## config.mk

```make
export PLATFORM = sky130hd
export DESIGN_NAME = instr_controller_flat
export DESIGN_NICKNAME = d
export VERILOG_FILES = /design/src/rtl/instr_controller_pkg.sv /design/src/rtl/instr_controller_if.sv /design/src/rtl/instr_controller_decode.sv /design/src/rtl/instr_controller.sv /design/src/flat_wrapper.sv
export SDC_FILE = /design/constraint.sdc
export NUM_CORES = 1
export LEC_CHECK = 0
export ABC_AREA = 0
export BUFFER_PORTS_ARGS = -buffer_cell sky130_fd_sc_hd__buf_4
export CAP_MARGIN = 20
export CORE_ASPECT_RATIO = 1.75
export CORE_UTILIZATION = 40
export CTS_CLUSTER_DIAMETER = 120
export DETAILED_ROUTE_END_ITERATION = 10
export PLACE_DENSITY_LB_ADDON = 0.25
export SLEW_MARGIN = 10
export SYNTH_ARGS = -nofsm -noshare
export SYNTH_HDL_FRONTEND = slang
export SYNTH_SLANG_ARGS = --single-unit
```

## constraint.sdc

```tcl
create_clock -name CLKb -period 2.05 [get_ports CLKb]
set_clock_uncertainty 0.1 [all_clocks]
set_input_delay 0.1025 -clock CLKb [delete_from_list [all_inputs] [get_ports CLKb]]
set_output_delay 0.1025 -clock CLKb [all_outputs]
set_load 0.01 [all_outputs]
```

## src/rtl/instr_controller_pkg.sv

```systemverilog
// Shared types and instruction-field positions for the instruction controller.
package instr_controller_pkg;

  localparam int unsigned OP_MSB = 9;
  localparam int unsigned OP_LSB = 6;
  localparam int unsigned RX_MSB = 5;
  localparam int unsigned RX_LSB = 3;
  localparam int unsigned RY_MSB = 2;
  localparam int unsigned RY_LSB = 0;
  localparam int unsigned OP_W   = OP_MSB - OP_LSB + 1;
  localparam int unsigned REG_W  = RX_MSB - RX_LSB + 1;

  typedef enum logic [OP_W-1:0] {
    OP_LD  = 4'b0000,
    OP_MV  = 4'b0001,
    OP_ADD = 4'b0010,
    OP_SUB = 4'b0011
  } opcode_e;

  typedef enum logic {
    S_IDLE = 1'b0,
    S_RUN  = 1'b1
  } state_e;

  // Scalar control strobes produced by the decoder
  typedef struct packed {
    logic ext_out;
    logic a_ld;
    logic g_ld;
    logic g_out;
    logic alu_sub;
    logic clr;
    logic done;
    logic ill;
  } ctrl_t;

endpackage

```

## src/rtl/instr_controller_if.sv

```systemverilog
// Control/handshake bundle between the instruction controller and its datapath.
interface instr_controller_if #(
  parameter int unsigned W    = 10,
  parameter int unsigned NREG = 8
);
  logic [1:0]      CNT;
  logic            EXEC;
  logic [W-1:0]    INSTR;
  logic            CLR;
  logic            IR_LD;
  logic            EXT_OUT;
  logic            A_LD;
  logic            G_LD;
  logic            G_OUT;
  logic            ALU_SUB;
  logic [NREG-1:0] RIN;
  logic [NREG-1:0] ROUT;
  logic            DONE;
  logic            ILL;
  logic            ERR;

  modport slave (
    input  CNT, EXEC, INSTR,
    output CLR, IR_LD, EXT_OUT, A_LD, G_LD, G_OUT, ALU_SUB, RIN, ROUT, DONE, ILL, ERR
  );

  modport master (
    output CNT, EXEC, INSTR,
    input  CLR, IR_LD, EXT_OUT, A_LD, G_LD, G_OUT, ALU_SUB, RIN, ROUT, DONE, ILL, ERR
  );
endinterface

```

## src/rtl/instr_controller_decode.sv

```systemverilog
// Combinational decode of (IR, timestep) into per-step control strobes.
module instr_decode
  import instr_controller_pkg::*;
#(
  parameter int unsigned W    = 10,
  parameter int unsigned NREG = 8
) (
  input  logic [W-1:0]    ir,
  input  logic [1:0]      cnt,
  output ctrl_t           flags,
  output logic [NREG-1:0] rin,
  output logic [NREG-1:0] rout
);

  logic [OP_W-1:0]  op;
  logic [REG_W-1:0] rx;
  logic [REG_W-1:0] ry;

  assign op = ir[OP_MSB:OP_LSB];
  assign rx = ir[RX_MSB:RX_LSB];
  assign ry = ir[RY_MSB:RY_LSB];

  always_comb begin
    flags = '0;
    rin   = '0;
    rout  = '0;
    case (op)
      OP_LD: begin
        if (cnt == 2'd1) begin
          flags.ext_out = 1'b1;
          rin           = NREG'(1) << rx;
          flags.clr     = 1'b1;
          flags.done    = 1'b1;
        end
      end
      OP_MV: begin
        if (cnt == 2'd1) begin
          rout       = NREG'(1) << ry;
          rin        = NREG'(1) << rx;
          flags.clr  = 1'b1;
          flags.done = 1'b1;
        end
      end
      OP_ADD, OP_SUB: begin
        case (cnt)
          2'd1: begin
            rout       = NREG'(1) << rx;
            flags.a_ld = 1'b1;
          end
          2'd2: begin
            rout          = NREG'(1) << ry;
            flags.g_ld    = 1'b1;
            flags.alu_sub = (op == OP_SUB);
          end
          2'd3: begin
            flags.g_out = 1'b1;
            rin         = NREG'(1) << rx;
            flags.clr   = 1'b1;
            flags.done  = 1'b1;
          end
          default: ;
        endcase
      end
      default: begin
        // Unknown opcode: flag and retire without touching registers
        if (cnt == 2'd1) begin
          flags.ill  = 1'b1;
          flags.clr  = 1'b1;
          flags.done = 1'b1;
        end
      end
    endcase
  end

endmodule

```

## src/rtl/instr_controller.sv

```systemverilog
// Instruction sequencer: IDLE/RUN state, IR, expected-step tracking and sticky step-mismatch error.
module instr_controller
  import instr_controller_pkg::*;
#(
  parameter int unsigned W    = 10,
  parameter int unsigned NREG = 8
) (
  input  logic              CLKb,
  input  logic              CLRb,
  instr_controller_if.slave bus
);

  state_e          state_q;
  state_e          state_d;
  logic [W-1:0]    ir_q;
  logic [1:0]      step_q;
  logic            err_q;

  ctrl_t           dec_flags;
  logic [NREG-1:0] dec_rin;
  logic [NREG-1:0] dec_rout;

  ctrl_t           flags;
  logic [NREG-1:0] rin;
  logic [NREG-1:0] rout;
  logic            ir_ld;
  logic            mismatch;

  instr_decode #(.W(W), .NREG(NREG)) u_decode (
    .ir    (ir_q),
    .cnt   (bus.CNT),
    .flags (dec_flags),
    .rin   (dec_rin),
    .rout  (dec_rout)
  );

  // Next state and output selection; reset and step mismatch override the decoder
  always_comb begin
    flags    = '0;
    rin      = '0;
    rout     = '0;
    ir_ld    = 1'b0;
    mismatch = 1'b0;
    state_d  = state_q;
    if (!CLRb) begin
      flags.clr = 1'b1;
      state_d   = S_IDLE;
    end else begin
      case (state_q)
        S_IDLE: begin
          if (bus.EXEC && (bus.CNT == 2'd0)) begin
            ir_ld   = 1'b1;
            state_d = S_RUN;
          end else begin
            flags.clr = 1'b1;
          end
        end
        S_RUN: begin
          if (bus.CNT != step_q) begin
            mismatch  = 1'b1;
            flags.clr = 1'b1;
            state_d   = S_IDLE;
          end else begin
            flags = dec_flags;
            rin   = dec_rin;
            rout  = dec_rout;
            if (dec_flags.clr) begin
              state_d = S_IDLE;
            end
          end
        end
        default: begin
          flags.clr = 1'b1;
          state_d   = S_IDLE;
        end
      endcase
    end
  end

  always_ff @(negedge CLKb) begin
    if (!CLRb) begin
      state_q <= S_IDLE;
      ir_q    <= '0;
      step_q  <= 2'd0;
      err_q   <= 1'b0;
    end else begin
      state_q <= state_d;
      if (ir_ld) begin
        ir_q <= bus.INSTR;
      end
      if (mismatch) begin
        err_q <= 1'b1;
      end
      if (ir_ld) begin
        step_q <= 2'd1;
      end else if (state_q == S_RUN) begin
        step_q <= flags.clr ? 2'd0 : step_q + 2'd1;
      end
    end
  end

  assign bus.CLR     = flags.clr;
  assign bus.IR_LD   = ir_ld;
  assign bus.EXT_OUT = flags.ext_out;
  assign bus.A_LD    = flags.a_ld;
  assign bus.G_LD    = flags.g_ld;
  assign bus.G_OUT   = flags.g_out;
  assign bus.ALU_SUB = flags.alu_sub;
  assign bus.RIN     = rin;
  assign bus.ROUT    = rout;
  assign bus.DONE    = flags.done;
  assign bus.ILL     = flags.ill;
  // Sticky error is masked while reset is held so every output but CLR reads 0
  assign bus.ERR     = err_q & CLRb;

endmodule

```

## src/flat_wrapper.sv

```systemverilog
// flat-port wrapper written by rule: the top's interface ports become plain ports
module instr_controller_flat import instr_controller_pkg::*;
#(
  parameter int unsigned W    = 10,
  parameter int unsigned NREG = 8
)
  (CLKb, CLRb, bus_CNT, bus_EXEC, bus_INSTR, bus_CLR, bus_IR_LD, bus_EXT_OUT, bus_A_LD, bus_G_LD, bus_G_OUT, bus_ALU_SUB, bus_RIN, bus_ROUT, bus_DONE, bus_ILL, bus_ERR);
  instr_controller_if #(.W(W), .NREG(NREG)) bus_i ();
  input  logic CLKb;
  input  logic CLRb;
  input wire logic [$bits(bus_i.CNT)-1:0] bus_CNT;
  input wire logic [$bits(bus_i.EXEC)-1:0] bus_EXEC;
  input wire logic [$bits(bus_i.INSTR)-1:0] bus_INSTR;
  output wire logic [$bits(bus_i.CLR)-1:0] bus_CLR;
  output wire logic [$bits(bus_i.IR_LD)-1:0] bus_IR_LD;
  output wire logic [$bits(bus_i.EXT_OUT)-1:0] bus_EXT_OUT;
  output wire logic [$bits(bus_i.A_LD)-1:0] bus_A_LD;
  output wire logic [$bits(bus_i.G_LD)-1:0] bus_G_LD;
  output wire logic [$bits(bus_i.G_OUT)-1:0] bus_G_OUT;
  output wire logic [$bits(bus_i.ALU_SUB)-1:0] bus_ALU_SUB;
  output wire logic [$bits(bus_i.RIN)-1:0] bus_RIN;
  output wire logic [$bits(bus_i.ROUT)-1:0] bus_ROUT;
  output wire logic [$bits(bus_i.DONE)-1:0] bus_DONE;
  output wire logic [$bits(bus_i.ILL)-1:0] bus_ILL;
  output wire logic [$bits(bus_i.ERR)-1:0] bus_ERR;
  assign bus_i.CNT = bus_CNT;
  assign bus_i.EXEC = bus_EXEC;
  assign bus_i.INSTR = bus_INSTR;
  assign bus_CLR = bus_i.CLR;
  assign bus_IR_LD = bus_i.IR_LD;
  assign bus_EXT_OUT = bus_i.EXT_OUT;
  assign bus_A_LD = bus_i.A_LD;
  assign bus_G_LD = bus_i.G_LD;
  assign bus_G_OUT = bus_i.G_OUT;
  assign bus_ALU_SUB = bus_i.ALU_SUB;
  assign bus_RIN = bus_i.RIN;
  assign bus_ROUT = bus_i.ROUT;
  assign bus_DONE = bus_i.DONE;
  assign bus_ILL = bus_i.ILL;
  assign bus_ERR = bus_i.ERR;
  instr_controller #(.W(W), .NREG(NREG)) u_core (.CLKb(CLKb), .CLRb(CLRb), .bus(bus_i));
endmodule
```

Yosys cells after proc, flatten, opt, wreduce, memory -nomap -nowiden
Index checks and enable logic that the tools add are counted.

word-level totals
  flip-flop bits (word level) = 14
  bits in latches = 0
  bits in writable memories = 0
  memory bits (read-only) = 0
  bits of input ports = 15
  output and inout bits = 26
  word-level logic and storage cells = 71
  memories = 0

cells by class
  add/subtract/negate cells = 1
  multipliers = 0
  div/mod/pow operators = 0
  $lt $le $gt $ge = 0
  equality and inequality tests = 7
  shift operators = 2
  multiplexer cells = 45
  bitwise logic cells = 3
  reductions and logical operators = 8

operators by type and width
  kind                 count
  $mux 8               9
  $pmux 8 s2           3
  $mux 1               19
  $shl 1x3->8 const A  2
  $mux 5               3
  $mux 2               6
  $eq 4x2->1 const B   2
  $reduce_or 2->1      3
  $eq 2x2->1 const B   2
  $eq 4x1->1 const B   1
  $logic_not 4->1      1
  $mux 4               1
  $pmux 1 s2           2
  $pmux 2 s2           1
  $reduce_or 4->1      1
  $mux 3               1
  $add 2x1->2 const B  1
  $eq 2x1->1 const B   1
  $logic_not 2->1      1
  $ne 2x2->1           1
  $not 1->1            2
  $reduce_bool 2->1    1
  $and 1x1->1          1
  $logic_and 1x1->1    1

Depth between registers and ports, before layout
  depth after elaboration = 9
  gate-level depth with buffers = 7
  gate-level depth less buffers = 6

Cells and area by module
From an unflattened synthesis, not the netlist that was laid out.

unflattened totals
  cell total of the unflattened synthesis = 155
  area, all modules = 1171.1 um^2

modules (own cells, without submodules)
  module            instances  cells an instance  area each (um^2)  sequential area each (um^2)
  instr_controller  1          95                 779.5             280.3
  instr_decode      1          60                 391.6             0.0

==> run summary <==
==========================================================================================
Number of H-tree branching levels                                                        1
Path depth of the worst reg2reg path                                                     5
Net count after synthesis                                                              174
Area fraction in and, or, nand and nor cells after synthesis                         40.0%
Post-Layout Cell Count                                                                 267
Final setup slack of the worst path                                               -1.03 ns
Hold Slack                                                                        0.378 ns
Worst stage delay on the critical path                                             0.46 ns
Layout-stage area growth over the synthesis result                                   86.9%
Post-layout net count                                                                  260
Top area cells in the synthesized netlist                                     sky130_fd_sc_hd__dfxtp_1 (25%), sky130_fd_sc_hd__nand2_1 (10%), sky130_fd_sc_hd__a21boi_0 (7.3%), sky130_fd_sc_hd__nor2_1 (5.0%), sky130_fd_sc_hd__ha_1 (4.4%)
Top-area cell type share of the netlist area                                         24.8%
Most common cell in the synthesized netlist                                   sky130_fd_sc_hd__nand2_1
RSZ-0062 raised after global routing                                                   yes
Power Dens Cells                                                               391 nW/um^2
Total clock buffers created by CTS                                                       3
Wire length per cell after detailed routing                                        15.7 um
# clock sinks                                                                           14
Number of antenna violations at the first check in global routing                        0
Area leader, netlist                                                          sky130_fd_sc_hd__dfxtp_1
Clock tree root buffer cell                                                   sky130_fd_sc_hd__clkbuf_8
Worst Hold Class                                                              flip-flop to flip-flop
Total routing usage reported by global routing                                       27.8%
Flip-flop cell with the highest count after synthesis                         sky130_fd_sc_hd__dfxtp_1
Wire length reported by the detailed router                                        4200 um
Number of detailed-routing iterations run before antenna repair                          4
Total via count in the routed design                                                  1487
Die Footprint                                                                   3050 sq um
Final hold violation count                                                               0
Beginning of the critical path                                                u_core.ir_q[8]
Die width                                                                          42.2 um
Slack of the worst reg-to-reg path                                                 0.37 ns
Post-Synth Adder-Cell Area                                                           4.43%
Worst reg2reg startpoint                                                      u_core.ir_q[7]
Combinational family with the most area after synthesis                       simple AND/OR/NAND/NOR gates
Fraction of final layout cells with drive strength greater than 1                    57.1%
Worst Hold Launch                                                             u_core.err_q
Cell-by-cell trace of the critical path                                       and4bb_1 > a32o_2 > or4b_4 > a21oi_2 > buf_4
Violations in the final reports                                               negative setup slack
Fraction of registers with async set/reset                                              0%
Multiplexer area fraction after synthesis                                            2.22%
Largest voltage drop on the vdd net                                               0.567 mV
Later-pin clock latency in the skew report                                         0.33 ns
CP max-delay cell                                                             sky130_fd_sc_hd__or4b_4
Total of buffers placed on input and output ports                                       40
N_diodes                                                                                 0
Termination of the worst setup path                                            bus_ROUT[1]
Initial standard-cell utilization of the core                                        42.0%
Violation count after the first detailed-routing iteration                              33
Xor and xnor area share after synthesis                                              3.10%
DP HPWL                                                                            3000 um
Total power                                                                         825 uW
Number of register bits inferred by synthesis                                           14
Crit Path Class                                                               flip-flop to output port
Post-synthesis sequential area ratio                                                 24.8%
Synthesized-area fraction occupied by ao, oa, aoi and oai cells                      20.4%
Worst EP required                                                                  1.85 ns
Signal arrival time at the worst endpoint                                          2.88 ns
Final estimated routing congestion in global placement                               0.917
Sum of buffers and inverters on the critical path                                        1
Post-route ant nets                                                                      0
Synthesized area per cell                                                       7.28 sq um
Final Slew Violations                                                                    0
Via count of the first global-routing pass                                            1508
Element type at the critical path end                                          output port
Crit path depth                                                                          5
First-pass GRT wire length                                                         6560 um
Worst setup SP type                                                              flip-flop
Run status                                                                    finished, violations left
Quantity of hold-fixing buffers added after cts                                          0
CTS tree                                                                               yes
Vias per std cell                                                                     5.57
Mapped Cells                                                                           155
Rows                                                                                    25
Pin slew with the least headroom to its limit                                     0.358 ns
Post-route DRC violation count                                                           0
IO Pins                                                                                 41
Max-cap viol count                                                                       0
Clock edge transition at the registers on the reported setup and hold paths        0.06 ns
Kind of cell adding the most delay to the critical path                       simple AND/OR/NAND/NOR gates
Worst max-slew margin expressed relative to the limit                                76.1%
Highest net fanout along the worst path                                                  4
Global route overflow                                                                    0
Pin count of the biggest net entering global routing                                    19
Share of the core filled with cells in the final layout                              78.4%
Die span in y                                                                      72.3 um
Capture point of the worst reg-to-reg path                                    u_core.step_q[0]
Post-Syn Area                                                                   1130 sq um
Setup violation total in the final timing report                                        26
Post-synth EDFFs                                                                         0
Warnings, synthesis                                                                      0
Leakage component of the power                                                 0.000922 uW
Most used standard cells in the synthesized netlist                           sky130_fd_sc_hd__nand2_1 (31), sky130_fd_sc_hd__nor2_1 (15), sky130_fd_sc_hd__dfxtp_1 (14), sky130_fd_sc_hd__a21boi_0 (11), sky130_fd_sc_hd__clkbuf_1 (8)
Count of distinct cell types in the synthesized netlist                                 41
Core region area                                                                2690 sq um
# placed instances                                                                     246
Buffer levels on the longest clock path                                                  2
==========================================================================================
[layout make-up]
class / count / area, sq um
Multi-Input combinational cell: 128 / 1050
Timing Repair Buffer: 77 / 619
Fill cell: 200 / 581
Sequential cell: 14 / 293
Clock inverter: 15 / 57.6
Clock buffer: 3 / 41.3
Tap cell: 27 / 33.8
Inverter: 3 / 16.3
[registers in the layout, indices dropped and copies added, names as in the netlist]
signal and cells:
u_core.ir_q 10, u_core.step_q 2, u_core.err_q 1, u_core.state_q 1
[per-layer routing]
layer / GRT usage, % / share of wire (%) / vias to the layer above / wire length (um)
li1: - / - / 710 / -
met1: 25.0 / 33 / 716 / 1370
met2: 57.5 / 61 / 49 / 2570
met3: 3.98 / 3.4 / 12 / 143
met4: 13.2 / 2.9 / 0 / 121
met5: 0 / 0 / - / 0
[power by group]
group / switching (uW) / leakage (uW) / total, uW / internal [uW]
logic: 83.0 / 0.000708 / 176 / 92.6
registers: 11.5 / 0.000118 / 295 / 284
clock network: 184 / 0.0000962 / 354 / 170
total: 278 / 0.000922 / 825 / 546
[cells by family (layout without fill, tap and decap cells)]
group / count (synthesis) / after routing
XOR/XNOR: 4 / 4
adder cells (fa/ha/maj): 4 / 4
multiplexers: 2 / 2
buffers and inverters: 13 / 98
AO/OA/AOI/OAI: 33 / 33
AND/OR/NAND/NOR: 85 / 85
flip-flops: 14 / 14
[cell usage in the layout (no fill, tap or decap), drive strengths merged, types with 2 or more instances in the layout]
cell / count
buf: 77
nand2: 31
inv: 17
nor2: 15
dfxtp: 14
a21boi: 11
nand2b: 7
o22ai: 6
a21oi: 6
and3: 4
ha: 4
nor3: 3
nand4: 3
a32oi: 3
clkbuf: 3
and2: 3
xnor2: 2
nor2b: 2
o21a: 2
nand3b: 2
nand4b: 2
nand3: 2
xor2: 2
nor4b: 2
o21ai: 2
[worst min path at each step]
stage | slack, ns | to | cells after the start
finish | 0.38 | u_core.err_q | 1
global route | 0.40 | u_core.err_q | 1
CTS | 0.36 | u_core.err_q | 1
detailed placement | 0.36 | u_core.err_q | 1
global placement | 0.34 | u_core.err_q | 1
floorplan | 0.33 | u_core.err_q | 1
[through the flow]
step,area (sq um),worst slack (ns),TNS (ns)
after floorplan,1320,-0.614,-10.18
after global placement,1830,-0.604,-13.50
after detailed placement,1830,-0.634,-15.05
after CTS,2060,-0.972,-19.86
after global routing,2110,-1.10,-23.24
final,2110,-1.03,-21.62
[timing repair]
item	CTS	global route
pin swaps	7	4
endpoints found under the setup margin	27	33
buffers inserted	2	2
gates resized for setup	27	11
Note: power is estimated with default switching activity, not from simulation.
